[config.mk]
export PLATFORM = sky130hd
export DESIGN_NAME = wt_cache_ctrl
export DESIGN_NICKNAME = d
export VERILOG_FILES = /design/src/rtl/wt_cache_ctrl.sv
export SDC_FILE = /design/constraint.sdc
export NUM_CORES = 1
export LEC_CHECK = 0
export BUFFER_PORTS_ARGS = -buffer_cell sky130_fd_sc_hd__buf_4
export CAP_MARGIN = 20
export CORE_AREA = 2 2 156 158
export CTS_CLUSTER_DIAMETER = 40
export DETAILED_ROUTE_END_ITERATION = 10
export DIE_AREA = 0 0 158 160
export MAX_ROUTING_LAYER = met4
export PLACE_DENSITY = 0.65
export SETUP_SLACK_MARGIN = 0.2
export SYNTH_ARGS = -nofsm -noshare
export SYNTH_HDL_FRONTEND = slang
export SYNTH_SLANG_ARGS = --single-unit
[constraint.sdc]
create_clock -name clk -period 2.5 [get_ports clk]
set_input_delay 0 -clock clk [delete_from_list [all_inputs] [get_ports clk]]
set_output_delay 0 -clock clk [all_outputs]
set_load 0.05 [all_outputs]
[src/rtl/wt_cache_ctrl.sv]
// Sequencing controller for a direct-mapped, write-through, no-write-allocate data cache.
// Does the tag compare, drives array refill/update strobes, runs memory handshakes, keeps hit/miss stats.
module wt_cache_ctrl #(
    parameter int TAG_W    = 3,
    parameter int INDEX_W  = 5,
    parameter int OFFSET_W = 2,
    parameter int CNT_W    = 16
) (
    input  logic                                   clk,
    input  logic                                   reset,
    input  logic                                   cpu_req,
    input  logic                                   cpu_we,
    input  logic [TAG_W+INDEX_W+OFFSET_W-1:0]      cpu_addr,
    input  logic [31:0]                            cpu_wdata,
    output logic                                   cpu_ready,
    output logic                                   cpu_done,
    output logic [31:0]                            cpu_rdata,
    output logic [INDEX_W-1:0]                     arr_index,
    output logic [OFFSET_W-1:0]                    arr_offset,
    output logic [TAG_W-1:0]                       arr_tag,
    output logic [31:0]                            arr_wdata,
    output logic                                   arr_refill,
    output logic                                   arr_update,
    input  logic                                   arr_valid,
    input  logic [TAG_W-1:0]                       arr_tag_q,
    input  logic [31:0]                            arr_rdata,
    output logic                                   mem_rd_req,
    output logic                                   mem_wr_req,
    output logic [TAG_W+INDEX_W+OFFSET_W-1:0]      mem_addr,
    output logic [31:0]                            mem_wdata,
    input  logic [(32<<OFFSET_W)-1:0]              mem_rdata,
    input  logic                                   mem_ack,
    output logic [CNT_W-1:0]                       rd_hit_cnt,
    output logic [CNT_W-1:0]                       rd_miss_cnt,
    output logic [CNT_W-1:0]                       wr_hit_cnt,
    output logic [CNT_W-1:0]                       wr_miss_cnt
);
    localparam int ADDR_W = TAG_W + INDEX_W + OFFSET_W;
    localparam int NWORDS = 1 << OFFSET_W;

    typedef enum logic [2:0] {
        IDLE, COMPARE, MEM_RD, REFILL, UPDATE, MEM_WR, DONE
    } state_t;

    state_t              state_reg, state_next;
    logic [ADDR_W-1:0]   addr_reg;
    logic                we_reg;
    logic [31:0]         wdata_reg;
    logic [31:0]         rdata_reg, rdata_next;
    logic [3:0]          cnt_inc;
    logic [CNT_W-1:0]    cnt_reg [4];
    logic [31:0]         blk_word [NWORDS];
    logic                hit;
    logic                latch_req;

    wire [TAG_W-1:0]    addr_tag = addr_reg[ADDR_W-1 -: TAG_W];
    wire [INDEX_W-1:0]  addr_idx = addr_reg[OFFSET_W +: INDEX_W];
    wire [OFFSET_W-1:0] addr_off = addr_reg[OFFSET_W-1:0];

    generate
        for (genvar gi = 0; gi < NWORDS; gi++) begin : g_word
            assign blk_word[gi] = mem_rdata[gi*32 +: 32];
        end
    endgenerate

    assign hit = arr_valid && (arr_tag_q == addr_tag);

    always_ff @(posedge clk or negedge reset) begin
        if (!reset) begin
            state_reg <= IDLE;
            addr_reg  <= '0;
            we_reg    <= 1'b0;
            wdata_reg <= '0;
            rdata_reg <= '0;
        end else begin
            state_reg <= state_next;
            rdata_reg <= rdata_next;
            if (latch_req) begin
                addr_reg  <= cpu_addr;
                we_reg    <= cpu_we;
                wdata_reg <= cpu_wdata;
            end
        end
    end

    // cnt_inc bit order: read hit, read miss, write hit, write miss
    always_comb begin
        state_next = state_reg;
        rdata_next = rdata_reg;
        cnt_inc    = '0;
        latch_req  = 1'b0;
        case (state_reg)
            IDLE: begin
                if (cpu_req) begin
                    latch_req  = 1'b1;
                    state_next = COMPARE;
                end
            end
            COMPARE: begin
                if (!we_reg) begin
                    if (hit) begin
                        rdata_next = arr_rdata;
                        cnt_inc[0] = 1'b1;
                        state_next = DONE;
                    end else begin
                        cnt_inc[1] = 1'b1;
                        state_next = MEM_RD;
                    end
                end else if (hit) begin
                    cnt_inc[2] = 1'b1;
                    state_next = UPDATE;
                end else begin
                    cnt_inc[3] = 1'b1;
                    state_next = MEM_WR;
                end
            end
            MEM_RD: begin
                if (mem_ack) begin
                    rdata_next = blk_word[addr_off];
                    state_next = REFILL;
                end
            end
            REFILL:  state_next = DONE;
            UPDATE:  state_next = MEM_WR;
            MEM_WR:  if (mem_ack) state_next = DONE;
            DONE:    state_next = IDLE;
            default: state_next = IDLE;
        endcase
    end

    generate
        for (genvar gi = 0; gi < 4; gi++) begin : g_cnt
            always_ff @(posedge clk or negedge reset) begin
                if (!reset)
                    cnt_reg[gi] <= '0;
                else if (cnt_inc[gi] && (cnt_reg[gi] != {CNT_W{1'b1}}))
                    cnt_reg[gi] <= cnt_reg[gi] + CNT_W'(1);
            end
        end
    endgenerate

    // Refill reads the whole block, so the offset is forced to word 0
    always_comb begin
        mem_addr = '0;
        if (state_reg == MEM_RD)
            mem_addr = {addr_tag, addr_idx, {OFFSET_W{1'b0}}};
        else if (state_reg == MEM_WR)
            mem_addr = addr_reg;
    end

    assign cpu_ready   = (state_reg == IDLE);
    assign cpu_done    = (state_reg == DONE);
    assign cpu_rdata   = rdata_reg;
    assign arr_index   = addr_idx;
    assign arr_offset  = addr_off;
    assign arr_tag     = addr_tag;
    assign arr_wdata   = wdata_reg;
    assign arr_refill  = (state_reg == REFILL);
    assign arr_update  = (state_reg == UPDATE);
    assign mem_rd_req  = (state_reg == MEM_RD);
    assign mem_wr_req  = (state_reg == MEM_WR);
    assign mem_wdata   = wdata_reg;
    assign rd_hit_cnt  = cnt_reg[0];
    assign rd_miss_cnt = cnt_reg[1];
    assign wr_hit_cnt  = cnt_reg[2];
    assign wr_miss_cnt = cnt_reg[3];

endmodule
# ---- Yosys cells after proc, flatten, opt, wreduce, memory -nomap -nowiden
# Cells that the tools add are included.
dict set report totals {
  input_bits 211
  regBits 142
  output_inout_bits 186
  wordCells 63
}
dict set report classes {
  magnitude_cmp 1
  n_addsub 4
  n_bitwise 1
  mux 23
  n_reduce_logical 9
  n_eq_ne 16
}
# operator count
set op_table {}
lappend op_table {{32-bit 2-to-1 mux} 5}
lappend op_table {{16-bit by 1-bit adder with 16-bit output (second input constant)} 4}
lappend op_table {{32-bit binary-select mux with 2-bit select} 1}
lappend op_table {{16-bit inequality test (second input constant)} 4}
lappend op_table {{32-bit case mux with 2 select lines} 1}
lappend op_table {{10-bit 2-to-1 mux} 2}
lappend op_table {{3-bit case mux with 6 select lines} 1}
lappend op_table {{3-bit 2-to-1 mux} 5}
lappend op_table {{3-bit equality test (second input constant)} 3}
lappend op_table {{3-bit by 2-bit equality test with 1-bit output (second input constant)} 2}
lappend op_table {{2-bit inequality test (second input constant)} 3}
lappend op_table {{1-bit logical AND} 5}
lappend op_table {{1-bit 2-to-1 mux} 5}
lappend op_table {{2-bit 2-to-1 mux} 2}
lappend op_table {{4-bit 2-to-1 mux} 1}
lappend op_table {{2-bit by 1-bit inequality test with 1-bit output (second input constant)} 2}
lappend op_table {{4-bit AND reduction} 1}
lappend op_table {{3-bit by 1-bit equality test with 1-bit output (second input constant)} 1}
lappend op_table {{3-bit equality test} 1}
lappend op_table {{3-bit >= comparator (second input constant)} 1}
lappend op_table {{3-bit zero test} 1}
lappend op_table {{2-bit NOT with 3-bit output} 1}
lappend op_table {{3-bit AND reduction} 1}
lappend op_table {{2-bit nonzero test} 1}

# ---- Logic depth before layout (Yosys ltp)
# Gate-level depths: netlist of run 1.
dict set report depth {
  word_depth 6
  ltp_mapped 7
  ltp_nobuf 6
}

# ---- Worst setup path before layout of run 1
# OpenSTA, ideal clock, no wires.
dict set report synth_timing {
  path_kind {reg2reg}
  startpoint {register state_reg[2]}
  endpoint {register addr_reg[0]}
  path_stages_with_launch 7
  synth_period_minus_slack_ns 2.813
  path_buffers 3
  t_required_ns 2.375
  setup_time_ns 0.125
  setup_slack_ns -0.313
  t_arrival_ns 2.688
  cell_sequence {dfrtp_1 clkbuf_1 nor3_1 and2_1 buf_2 buf_2 mux2_2}
}
dict set report synth_between {
  elab_chain_len 2
}
# item line_no
set synth_lines {}
lappend synth_lines {{start, declared} 45} ;# state_t state_reg, state_next;
lappend synth_lines {{start signal, assigned} 76} ;# state_reg <= state_next;
lappend synth_lines {{3-bit zero test} --}
lappend synth_lines {{named net cpu_ready} 15} ;# output logic cpu_ready,
lappend synth_lines {{1-bit 2-to-1 mux} 92} ;# case (state_reg)
lappend synth_lines {{end signal, assigned} 79} ;# addr_reg <= cpu_addr;
lappend synth_lines {{end, declared} 46} ;# logic [ADDR_W-1:0] addr_reg;
# The timed path passes the listed nets, and every way through them passes these cells.
# A chain may end at the register's enable or synchronous reset.

# ---- Final worst setup path of run 1
dict set report layout_timing {
  startpoint {register state_reg[1]}
  endpoint {output mem_addr[5]}
}
dict set report layout_between {
  elab_chain_len 3
  word_cells_on_any_way 4
  classes_between {2 x eq/ne; 2 x mux}
}
# item line_no
set layout_lines {}
lappend layout_lines {{3-bit equality test} 147} ;# else if (state_reg == MEM_WR)
lappend layout_lines {{10-bit 2-to-1 mux} 147}
lappend layout_lines {{10-bit 2-to-1 mux (*)} 145} ;# if (state_reg == MEM_RD)
lappend layout_lines {{end, declared} 29} ;# output logic [TAG_W+INDEX_W+OFFSET_W-1:0] mem_addr,
# Every way passes the cells marked *; elsewhere a longest branch is shown, timed or not.

==> impl_results.md, run 1 <==
- Die area: roughly 0.025 mm²
- Post-route minimum period: 2150 ps
- Vias in the first global route: a little under 7000
- First-pass detailed-route iteration total: 5
- Syn-to-layout area delta: 62.3%
- Root Buffer: clkbuf_16
- Largest net degree at the start of global routing: 68
- Reg2reg start: addr_reg[7]
- Slew Limit Fails: 0
- Hold path depth: 4
- Die Wd: 158 µm
- ANT nets after route: 0
- Post-synthesis sequential area ratio: 0.476
- First-pass GRT wire length: about 38000 µm
- # port buffers: 396
- Commonest non-fill, non-tap cells in the layout: buf_4, dfrtp_1, dlygate4sd3_1, nand2_1, mux2_2
- Crit path max fanout: 16
- Synthesized area: 0.00747 mm²
- DR vias: about 6700
- Outcome: finished, final reports clean
- DRC errors left: 0
- P per Cell Area: between 1000 and 1500 mW/mm²
- Reg2Reg Capture Point: wr_hit_cnt[8]
- Syn_area_per_cell: 11.9 µm²
- Worst EP arrival: 2150 ps
- RSZ-0062 raised after global routing: false
- RD Place Congestion: between 0.8 and 0.9
- Initial antenna violation count: 3
- Routed wire per std cell: 18.1 µm
- Cells on worst reg2reg path: 5
- CTS tree: built
- Yosys cell types: 45
- Clock Pin Slew Worst Setup and Hold Paths: 60 ps
- Final period util: 0.859
- Aggregate global-route resource usage: 0.205
- Post-layout util: 0.509
- WL final: 25700 µm
- LEAKAGE: 5.71 nW
- Worst hold start: mem_rdata[1]
- Synth Warn #: 0
- Worst Path Class, Setup: reg -> out
- Hpwl dp: 19300 µm
- Number of flops mapped to enable cells by yosys: 0
- Relative slew slack: 0.556
- H-tree Lvls: 4
- Top_reg_cell synth: dfrtp_1
- WHS Endpoint: cpu_rdata[1]
- Flop2flop setup slack: between 300 and 400 ps
- Starting density of the core: 0.314
- Final setup violation count: 0
- TritonCTS buffer count: 17
- Seq cells post-synth: 142
- Row cnt: 57
- Critical Path RT: around 2500 ps
- Core area: 0.0238 mm²
- Post-synth ARST share: 1.00
- Vias per inst: 4.73
- Initial drt markers: 265
- CP Launch Type: flop
- Clock sink count: 142
- Final Hold Vio Count: 0
- Total grt overflow: 0
- Syn Inst Count: 629
- Leading cell type in the layout, fill and taps excluded: buf_4
- Worst IR drop on VDD: 0.951 mV
- Clock latency on the worst-skew pair: between 400 and 500 ps
- Die H: roughly 160 µm
- Max_cap viols: 0
- Worst Skew: around 14 ps
- Hold Slack: 95.9 ps
- Least-Margin Pin Slew: around 670 ps
- Fmax: 465 MHz
- Fin nets: between 1000 and 1500
- Share of cells above drive strength 1: 0.501
- Net count after synthesis: roughly 840
- Setup_tns: 0 ps
- CTS Buffer Depth: 2
- Hold crit path type: in -> reg
- Fillers: roughly 2200
- I/O Pins: 397
- CP Capture Type: output port
-- synthesized netlist by cell type, drive strengths merged, types with 2 or more instances --
library cell	n	area, µm²
a21oi	8	40.0
a31oi	6	37.5
and2	12	75.1
and3	15	93.8
and4	13	114
buf	47	318
clkbuf	15	56.3
dfrtp	142	3550
ha	4	50.1
inv	6	22.5
mux2	51	574
mux2i	33	330
mux4	32	721
nand2	59	221
nand2b	3	18.8
nand3	22	110
nand4	18	113
nor2	16	60.1
nor2b	3	18.8
nor3	12	65.1
nor3b	3	22.5
nor4	5	52.6
nor4b	2	23.8
o21ai	35	175
or2	2	12.5
or3	3	18.8
xnor2	33	289
xor2	19	166
-- metrics by stage --
stage / instances / cell area, µm² / total power [W] / setup WS [ps]
final: 1423 / 12100 / 0.0144 / 352
after global routing: 1423 / 12100 / 0.0151 / 206
after CTS: 1416 / 12100 / 0.0145 / 237
after detailed placement: 1306 / 10700 / 0.0119 / 295
after global placement: 1306 / 10700 / 0.0118 / 356
after floorplan: 629 / 7480 / 0.00947 / 214
-- cell type report --
class	instances	area (µm²)	area share
Antenna cell	3	7.51	0.000619
Clock buffer	18	439	0.0362
Clock inverter	14	121	0.0100
Inverter	6	22.5	0.00186
Multi-Input combinational cell	419	3550	0.293
Sequential cell	142	3560	0.293
Tap cell	324	405	0.0334
Timing Repair Buffer	497	4020	0.332
-- where the power goes --
part	switching, W	leakage (nW)	internal (W)
combinational	0.00541	3.62	0.00290
sequential	0.000672	1.82	0.00300
clock	0.00109	0.273	0.00133
total	0.00717	5.71	0.00723
-- critical path: stages (launching register included) --
cell	delay, ps
dfrtp_2	530
nor3b_4	340
buf_12	220
or2_1	240
and2_1	200
buf_4	210
-- cell families (layout without fill, tap and decap cells) --
group | Yosys count | count (layout) | synth area share
flip-flops | 142 | 142 | 0.476
AND/OR/NAND/NOR | 193 | 193 | 0.143
AO/OA/AOI/OAI | 54 | 54 | 0.0429
other | 0 | 3 | 0
multiplexers | 116 | 116 | 0.218
buffers and inverters | 68 | 535 | 0.0531
adder cells (fa/ha/maj) | 4 | 4 | 0.00670
XOR/XNOR | 52 | 52 | 0.0610
-- worst max-delay path by stage --
stage | start | to | slack, ps | cells after the start
floorplan | wr_hit_cnt[0] | wr_hit_cnt[1] | 210 | 6
global placement | addr_reg[7] | rd_hit_cnt[1] | 360 | 4
detailed placement | addr_reg[9] | rd_hit_cnt[1] | 290 | 4
CTS | state_reg[2] | mem_addr[8] | 240 | 6
global route | state_reg[2] | mem_addr[5] | 210 | 6
finish | state_reg[1] | mem_addr[5] | 350 | 5
-- metal layers --
| layer | vias to the layer above | global-route usage | part of all wire |
|---|---|---|---|
| li1 | 3170 | - | - |
| met1 | 3279 | 0.253 | 0.42 |
| met2 | 256 | 0.334 | 0.50 |
| met3 | 25 | 0.0510 | 0.061 |
| met4 | 0 | 0.0561 | 0.015 |
| met5 | - | - | 0 |
-- timing repair --
| item | CTS | global route |
|---|---|---|
| setup buffers | 0 | 3 |
| hold endpoints to repair | 141 | 0 |
| setup endpoints to repair | 8 | 17 |
| pin swaps | 0 | 1 |
| gates cloned | 0 | 1 |
| gates resized for setup | 3 | 2 |
| hold buffers | 78 | 0 |
No activity file was read; power rests on OpenSTA's default activity.
==> run 2, diff against run 1 <==
--- a/config.mk
+++ b/config.mk
@@ -7,13 +7,14 @@
 export LEC_CHECK = 0
 export BUFFER_PORTS_ARGS = -buffer_cell sky130_fd_sc_hd__buf_4
 export CAP_MARGIN = 20
-export CORE_AREA = 2 2 156 158
+export CELL_PAD_IN_SITES_DETAIL_PLACEMENT = 0
+export CELL_PAD_IN_SITES_GLOBAL_PLACEMENT = 1
+export CORE_ASPECT_RATIO = 0.75
+export CORE_UTILIZATION = 31
 export CTS_CLUSTER_DIAMETER = 40
 export DETAILED_ROUTE_END_ITERATION = 10
-export DIE_AREA = 0 0 158 160
 export MAX_ROUTING_LAYER = met4
-export PLACE_DENSITY = 0.65
-export SETUP_SLACK_MARGIN = 0.2
+export PLACE_DENSITY = 0.83
 export SYNTH_ARGS = -nofsm -noshare
 export SYNTH_HDL_FRONTEND = slang
 export SYNTH_SLANG_ARGS = --single-unit
==> constraint.sdc (replaced) <==
create_clock -name clk -period 1.92 [get_ports clk]
set_input_delay 0 -clock clk [delete_from_list [all_inputs] [get_ports clk]]
set_output_delay 0 -clock clk [all_outputs]
set_load 0.05 [all_outputs]
==> impl_results.md, run 2 (synthesized netlist as in run 1, its figures left out) <==
- Outcome: finished, final reports clean (unchanged)
- Slew Limit Fails: 0 (unchanged)
- Met1 GRT Util: 0.290 (was 0.253)
- Vias per inst: 4.82 (was 4.73)
- DR vias: 6913 (was 6730)
- I/O Pins: 397 (unchanged)
- Worst Skew: 11.8 ps (was 13.8 ps)
- Final setup violation count: 0 (unchanged)
- LEAKAGE: 6.07 nW (was 5.71 nW)
- Root Buffer: clkbuf_16 (unchanged)
- WL final: 27000 µm (was 25700 µm)
- Fmax: 533 MHz
- GRT met2 Usage: 0.341 (was 0.334)
- GR Util met3: 0.0386 (was 0.0510)
- Starting density of the core: 0.321 (was 0.314)
- Worst IR drop on VDD: 0.895 mV (was 0.951 mV)
- CTS Buffer Depth: 2 (unchanged)
- CP Launch Type: flop (unchanged)
- Hpwl dp: 20200 µm (was 19300 µm)
- Aggregate global-route resource usage: 0.216 (was 0.205)
- CTS tree: built (unchanged)
- Row cnt: 48 (was 57)
- Least-Margin Pin Slew: 493 ps (was 665 ps)
- Clock sink count: 142 (unchanged)
- Critical Path RT: 1920 ps (was 2500 ps)
- Die H: 136 µm (was 160 µm)
- Initial drt markers: 317 (was 265)
- Die area: 0.0247 mm² (was 0.0253 mm²)
- Initial antenna violation count: 1 (was 3)
- Worst setup margin: 45.0 ps (was 352 ps)
- Pre-CTS setup slack: -28.4 ps (was 295 ps)
- Fillers: 2021 (was 2171)
- Fin nets: 1337 (was 1298)
- DRC errors left: 0 (unchanged)
- GR peak layer: met2 (unchanged)
- Clock latency on the worst-skew pair: 420 ps (about the same)
- P per Cell Area: 1570 mW/mm² (was 1190 mW/mm²)
- Syn-to-layout area delta: 71.4% (was 62.3%)
- Crit path max fanout: 8 (was 16)
- First-pass GRT wire length: 39500 µm (was 38300 µm)
- Fin cells: 1435 (was 1423)
- RSZ-0062 raised after global routing: true (was false)
- Setup_tns: 0 ps (unchanged)
- Leading cell type in the layout, fill and taps excluded: buf_4 (unchanged)
- Total grt overflow: 0 (unchanged)
- Die Wd: 181 µm (was 158 µm)
- Share of cells above drive strength 1: 0.556 (was 0.501)
- RD Place Congestion: 0.835 (was 0.803)
- Commonest non-fill, non-tap cells in the layout: buf_4, dfrtp_1, dlygate4sd3_1, nand2_1, mux2_4 (was buf_4, dfrtp_1, dlygate4sd3_1, nand2_1, mux2_2)
- Largest net degree at the start of global routing: 65 (was 68)
- Routed wire per std cell: 18.8 µm (was 18.1 µm)
- Post-route minimum period: 1870 ps
- TritonCTS buffer count: 17 (unchanged)
- CP Capture Type: output port (unchanged)
- Final Hold Vio Count: 0 (unchanged)
- Clock Pin Slew Worst Setup and Hold Paths: 60 ps (about the same)
- Final period util: 0.977
- Hold crit path type: in -> async (was in -> reg)
- Worst EP arrival: 1870 ps (was 2150 ps)
- Placed insts: 1314 (was 1306)
- H-tree Lvls: 4 (unchanged)
- Max_cap viols: 0 (unchanged)
- ANT nets after route: 0 (unchanged)
- Relative slew slack: 0.671 (was 0.556)
- # port buffers: 396 (unchanged)
- Worst Path Class, Setup: reg -> out (unchanged)
- Vias in the first global route: 6857 (was 6926)
- First-pass detailed-route iteration total: 4 (was 5)
- Core area: 0.0233 mm² (was 0.0238 mm²)
-- run 2: critical path, cell delays in order (launching register included) --
cell and delay, ps:
dfrtp_1 390, buf_6 140, nor2b_2 150, and2_4 150
or2_4 290, and2_4 190, buf_8 140
-- run 2: timing repair --
item / CTS / global route
resized for setup: 18 / 28
pin swaps: 3 / 10
cloned: 0 / 1
hold endpoints to repair: 219 / 0
hold buffers: 78 / 0
setup endpoints to repair: 12 / 75
setup buffers: 2 / 8
-- run 2: worst paths after layout --
check	cells past startpoint	slack (ps)	start	end
max	6	50	state_reg[2]	mem_addr[3]
min	2	50	reset	wr_hit_cnt[7]
max reg2reg	6	60	addr_reg[8]	wr_hit_cnt[8]
min reg2reg	2	480	cpu_rdata[18]	cpu_rdata[18]
max in group asynchronous	3	1190	reset	rd_miss_cnt[7]
min in group clk	4	90	mem_rdata[71]	cpu_rdata[7]
-- run 2: cell type report --
class	instances	area (µm²)	area share
Antenna cell	1	2.50	0.000195
Clock buffer	19	433	0.0338
Clock inverter	12	160	0.0125
Inverter	6	22.5	0.00176
Multi-Input combinational cell	419	3810	0.297
Sequential cell	142	3580	0.280
Tap cell	300	375	0.0293
Timing Repair Buffer	536	4420	0.345
-- run 2: per-layer routing --
metal	vias to the layer above	wire (µm)
met5	-	0
met4	0	265
met1	3391	12100
met3	18	1360
li1	3252	-
met2	252	13200
-- run 2: stage by stage --
step                power (W)  hold slack, ps  cell area, µm²   util
floorplan              0.0127            -296            7740      -
detailed placement     0.0162           -71.6           11100  0.478
finish                 0.0201            52.2           12800  0.549
CTS                    0.0199            48.1           12600  0.540
global placement       0.0160           -69.8           11100  0.478
global route           0.0210            67.0           12800  0.549
-- run 2: report_power, final --
part	internal, W	switching [W]	leakage, nW
registers	0.00393	0.000919	1.78
clock network	0.00205	0.00133	0.277
logic	0.00456	0.00730	4.00
==> run 3, diff against run 2 <==
--- a/config.mk
+++ b/config.mk
@@ -5,7 +5,7 @@
 export SDC_FILE = /design/constraint.sdc
 export NUM_CORES = 1
 export LEC_CHECK = 0
-export BUFFER_PORTS_ARGS = -buffer_cell sky130_fd_sc_hd__buf_4
+export BUFFER_PORTS_ARGS = -buffer_cell sky130_fd_sc_hd__buf_2
 export CAP_MARGIN = 20
 export CELL_PAD_IN_SITES_DETAIL_PLACEMENT = 0
 export CELL_PAD_IN_SITES_GLOBAL_PLACEMENT = 1
==> impl_results.md, run 3 (synthesized netlist as in run 1, its figures left out) <==
- Root Buffer: clkbuf_16 (unchanged)
- Final Hold Vio Count: 0 (unchanged)
- Worst hold start: mem_rdata[21]
- Placed insts: 1319 (was 1314)
- CP Capture Type: flop (was output port)
- Switching Fraction: 0.493 (was 0.476)
- Logic pwr share: 0.577 (was 0.590)
- Share of cells above drive strength 1: 0.560 (was 0.556)
- DRC errors left: 0 (unchanged)
- Fin cells: 1446 (was 1435)
- Clock sink count: 142 (unchanged)
- Register share of total power: 0.251 (was 0.241)
- Vias in the first global route: 6706 (was 6857)
- Pint: 0.00973 W (was 0.0105 W)
- Slew Limit Fails: 0 (unchanged)
- Initial antenna violation count: 3 (was 1)
- RD Place Congestion: 0.833 (was 0.835)
- Initial drt markers: 342 (was 317)
- Crit-path cells: or4b_4 -> nor4_4 -> nand4_1 -> mux2_1 (was buf_6 -> nor2b_2 -> and2_4 -> or2_4 -> and2_4 -> buf_8)
- # port buffers: 396 (unchanged)
- CTS Buffer Depth: 2 (unchanged)
- Worst Path Class, Setup: reg -> reg (was reg -> out)
- Total grt overflow: 0 (unchanged)
- Post-route minimum period: 1900 ps (was 1870 ps)
- Worst IR drop on VDD: 0.855 mV (was 0.895 mV)
- I/O Pins: 397 (unchanged)
- Clock latency on the worst-skew pair: 430 ps (was 420 ps)
- TritonCTS buffer count: 17 (unchanged)
- CP peak stage delay: 610 ps (was 390 ps)
- LEAKAGE: 5.90 nW (was 6.07 nW)
- Crit path max fanout: 4 (was 8)
- CP Launch Type: flop (unchanged)
- P per Cell Area: 1600 mW/mm² (was 1570 mW/mm²)
- Switching power total: 0.00945 W (was 0.00956 W)
- CP startpoint: we_reg (was state_reg[2])
- Critical Path RT: 2230 ps (was 1920 ps)
- Slowest CP cell: or4b_4 (was dfrtp_1)
- WL final: 26900 µm (was 27000 µm)
- Commonest non-fill, non-tap cells in the layout: buf_2, dfrtp_1, dlygate4sd3_1, nand2_1, buf_4 (was buf_4, dfrtp_1, dlygate4sd3_1, nand2_1, mux2_4)
- Max_cap viols: 0 (unchanged)
- First-pass detailed-route iteration total: 5 (was 4)
- Vias per inst: 4.84 (was 4.82)
- Design Area, Final: 0.0120 mm² (was 0.0128 mm²)
- RSZ-0062 raised after global routing: true (unchanged)
- Hpwl dp: 19700 µm (was 20200 µm)
- Clock Pin Slew Worst Setup and Hold Paths: 60 ps (about the same)
- Outcome: finished, final reports clean (unchanged)
- DR vias: 6996 (was 6913)
- Final period util: 0.992 (was 0.977)
- Worst Skew: 10.3 ps (was 11.8 ps)
- Syn-to-layout area delta: 60.0% (was 71.4%)
- Row cnt: 48 (unchanged)
- Dpl cell area: 0.0102 mm² (was 0.0111 mm²)
- Clock power share: 0.172 (was 0.168)
- Fin nets: 1347 (was 1337)
- ANT nets after route: 0 (unchanged)
- Fillers: 2046 (was 2021)
- Aggregate global-route resource usage: 0.214 (was 0.216)
- Largest net degree at the start of global routing: 88 (was 65)
- Hold Slack: 92.5 ps (was 52.2 ps)
- Reg2reg start: we_reg (was addr_reg[8])
- Pre-CTS setup slack: -43.5 ps (was -28.4 ps)
- Die H: 136 µm (unchanged)
- Die Wd: 181 µm (unchanged)
- Relative slew slack: 0.662 (was 0.671)
- Worst EP arrival: 2210 ps (was 1870 ps)
- Leading cell type in the layout, fill and taps excluded: buf_2 (was buf_4)
- Final setup violation count: 0 (unchanged)
- Die area: 0.0247 mm² (unchanged)
- Routed wire per std cell: 18.6 µm (was 18.8 µm)
- Worst setup margin: 15.4 ps (was 45.0 ps)
- Starting density of the core: 0.321 (unchanged)
- Core area: 0.0233 mm² (unchanged)
- First-pass GRT wire length: 38500 µm (was 39500 µm)
- Least-Margin Pin Slew: 506 ps (was 493 ps)
- CTS tree: built (unchanged)
- H-tree Lvls: 4 (unchanged)
- Hold crit path type: in -> reg (was in -> async)
- Fmax: 525 MHz (was 533 MHz)
-- run 3: cell types whose count changed in the layout (fill, tap and decap cells not counted), moves of 2 or more --
cell | previous run | this run
buf_2 | 0 | 386
buf_4 | 438 | 55
buf_6 | 2 | 8
inv_6 | 4 | 0
clkbuf_8 | 0 | 3
clkinv_2 | 1 | 4
clkinv_4 | 0 | 2
clkinvlp_4 | 4 | 2
ha_1 | 4 | 2
ha_2 | 0 | 2
-- run 3: through the flow --
stage	total power, W	setup TNS [ps]	util
floorplan	0.0127	-1910	-
global placement	0.0151	0	0.437
detailed placement	0.0152	-54.7	0.437
CTS	0.0191	0	0.504
global route	0.0200	-242	0.513
finish	0.0192	0	0.513
-- run 3: path summary, 6_finish.rpt --
kind                                         to  slack (ps)  depth (start not counted)
min in group asynchronous        wr_miss_cnt[1]         120                          3
max in group asynchronous        rd_miss_cnt[8]        1330                          3
worst max-delay path            rd_miss_cnt[15]          20                          4
worst max register to register  rd_miss_cnt[15]          20                          4
worst min-delay path              cpu_rdata[21]          90                          4
worst min register to register    cpu_rdata[29]         470                          2
-- run 3: critical path, delay by kind of cell, from the launching register on --
kind	cells	cell delay, ps
AND/OR/NAND/NOR	3	1100
multiplexers	1	320
flip-flops	1	380
-- run 3: cell type report --
cell class,instances,area [µm²],share of cell area
multi-input combinational,419,3810,0.319
inverter,6,22.5,0.00188
sequential,142,3580,0.300
clock inverter,10,113,0.00942
tap,300,375,0.0314
clock buffer,22,474,0.0397
antenna,1,2.50,0.000209
timing repair buffer,546,3570,0.298
-- run 3: metal layers --
layer / track usage / vias up / wire length, µm / part of all wire
met5: - / - / 0 / 0
met4: 0.0673 / 0 / 491 / 0.018
met3: 0.0522 / 34 / 1790 / 0.067
met2: 0.328 / 296 / 12800 / 0.48
met1: 0.278 / 3403 / 11800 / 0.44
li1: - / 3263 / - / -
-- run 3: power groups by stage --
stage / Combinational [W] / Clock [W] / Sequential (W)
floorplan: 0.00510 / 0 / 0.00763
global placement: 0.0103 / 0 / 0.00476
detailed placement: 0.0104 / 0 / 0.00482
CTS: 0.0109 / 0.00338 / 0.00479
global route: 0.0116 / 0.00351 / 0.00493
finish: 0.0111 / 0.00330 / 0.00482
-- run 3: what timing repair did --
item | CTS | global route
resized for setup | 44 | 15
hold buffers | 78 | 0
buffers inserted | 6 | 8
hold endpoints to repair | 219 | 0
cloned | 0 | 3
endpoints found under the setup margin | 15 | 74
pin swaps | 12 | 14
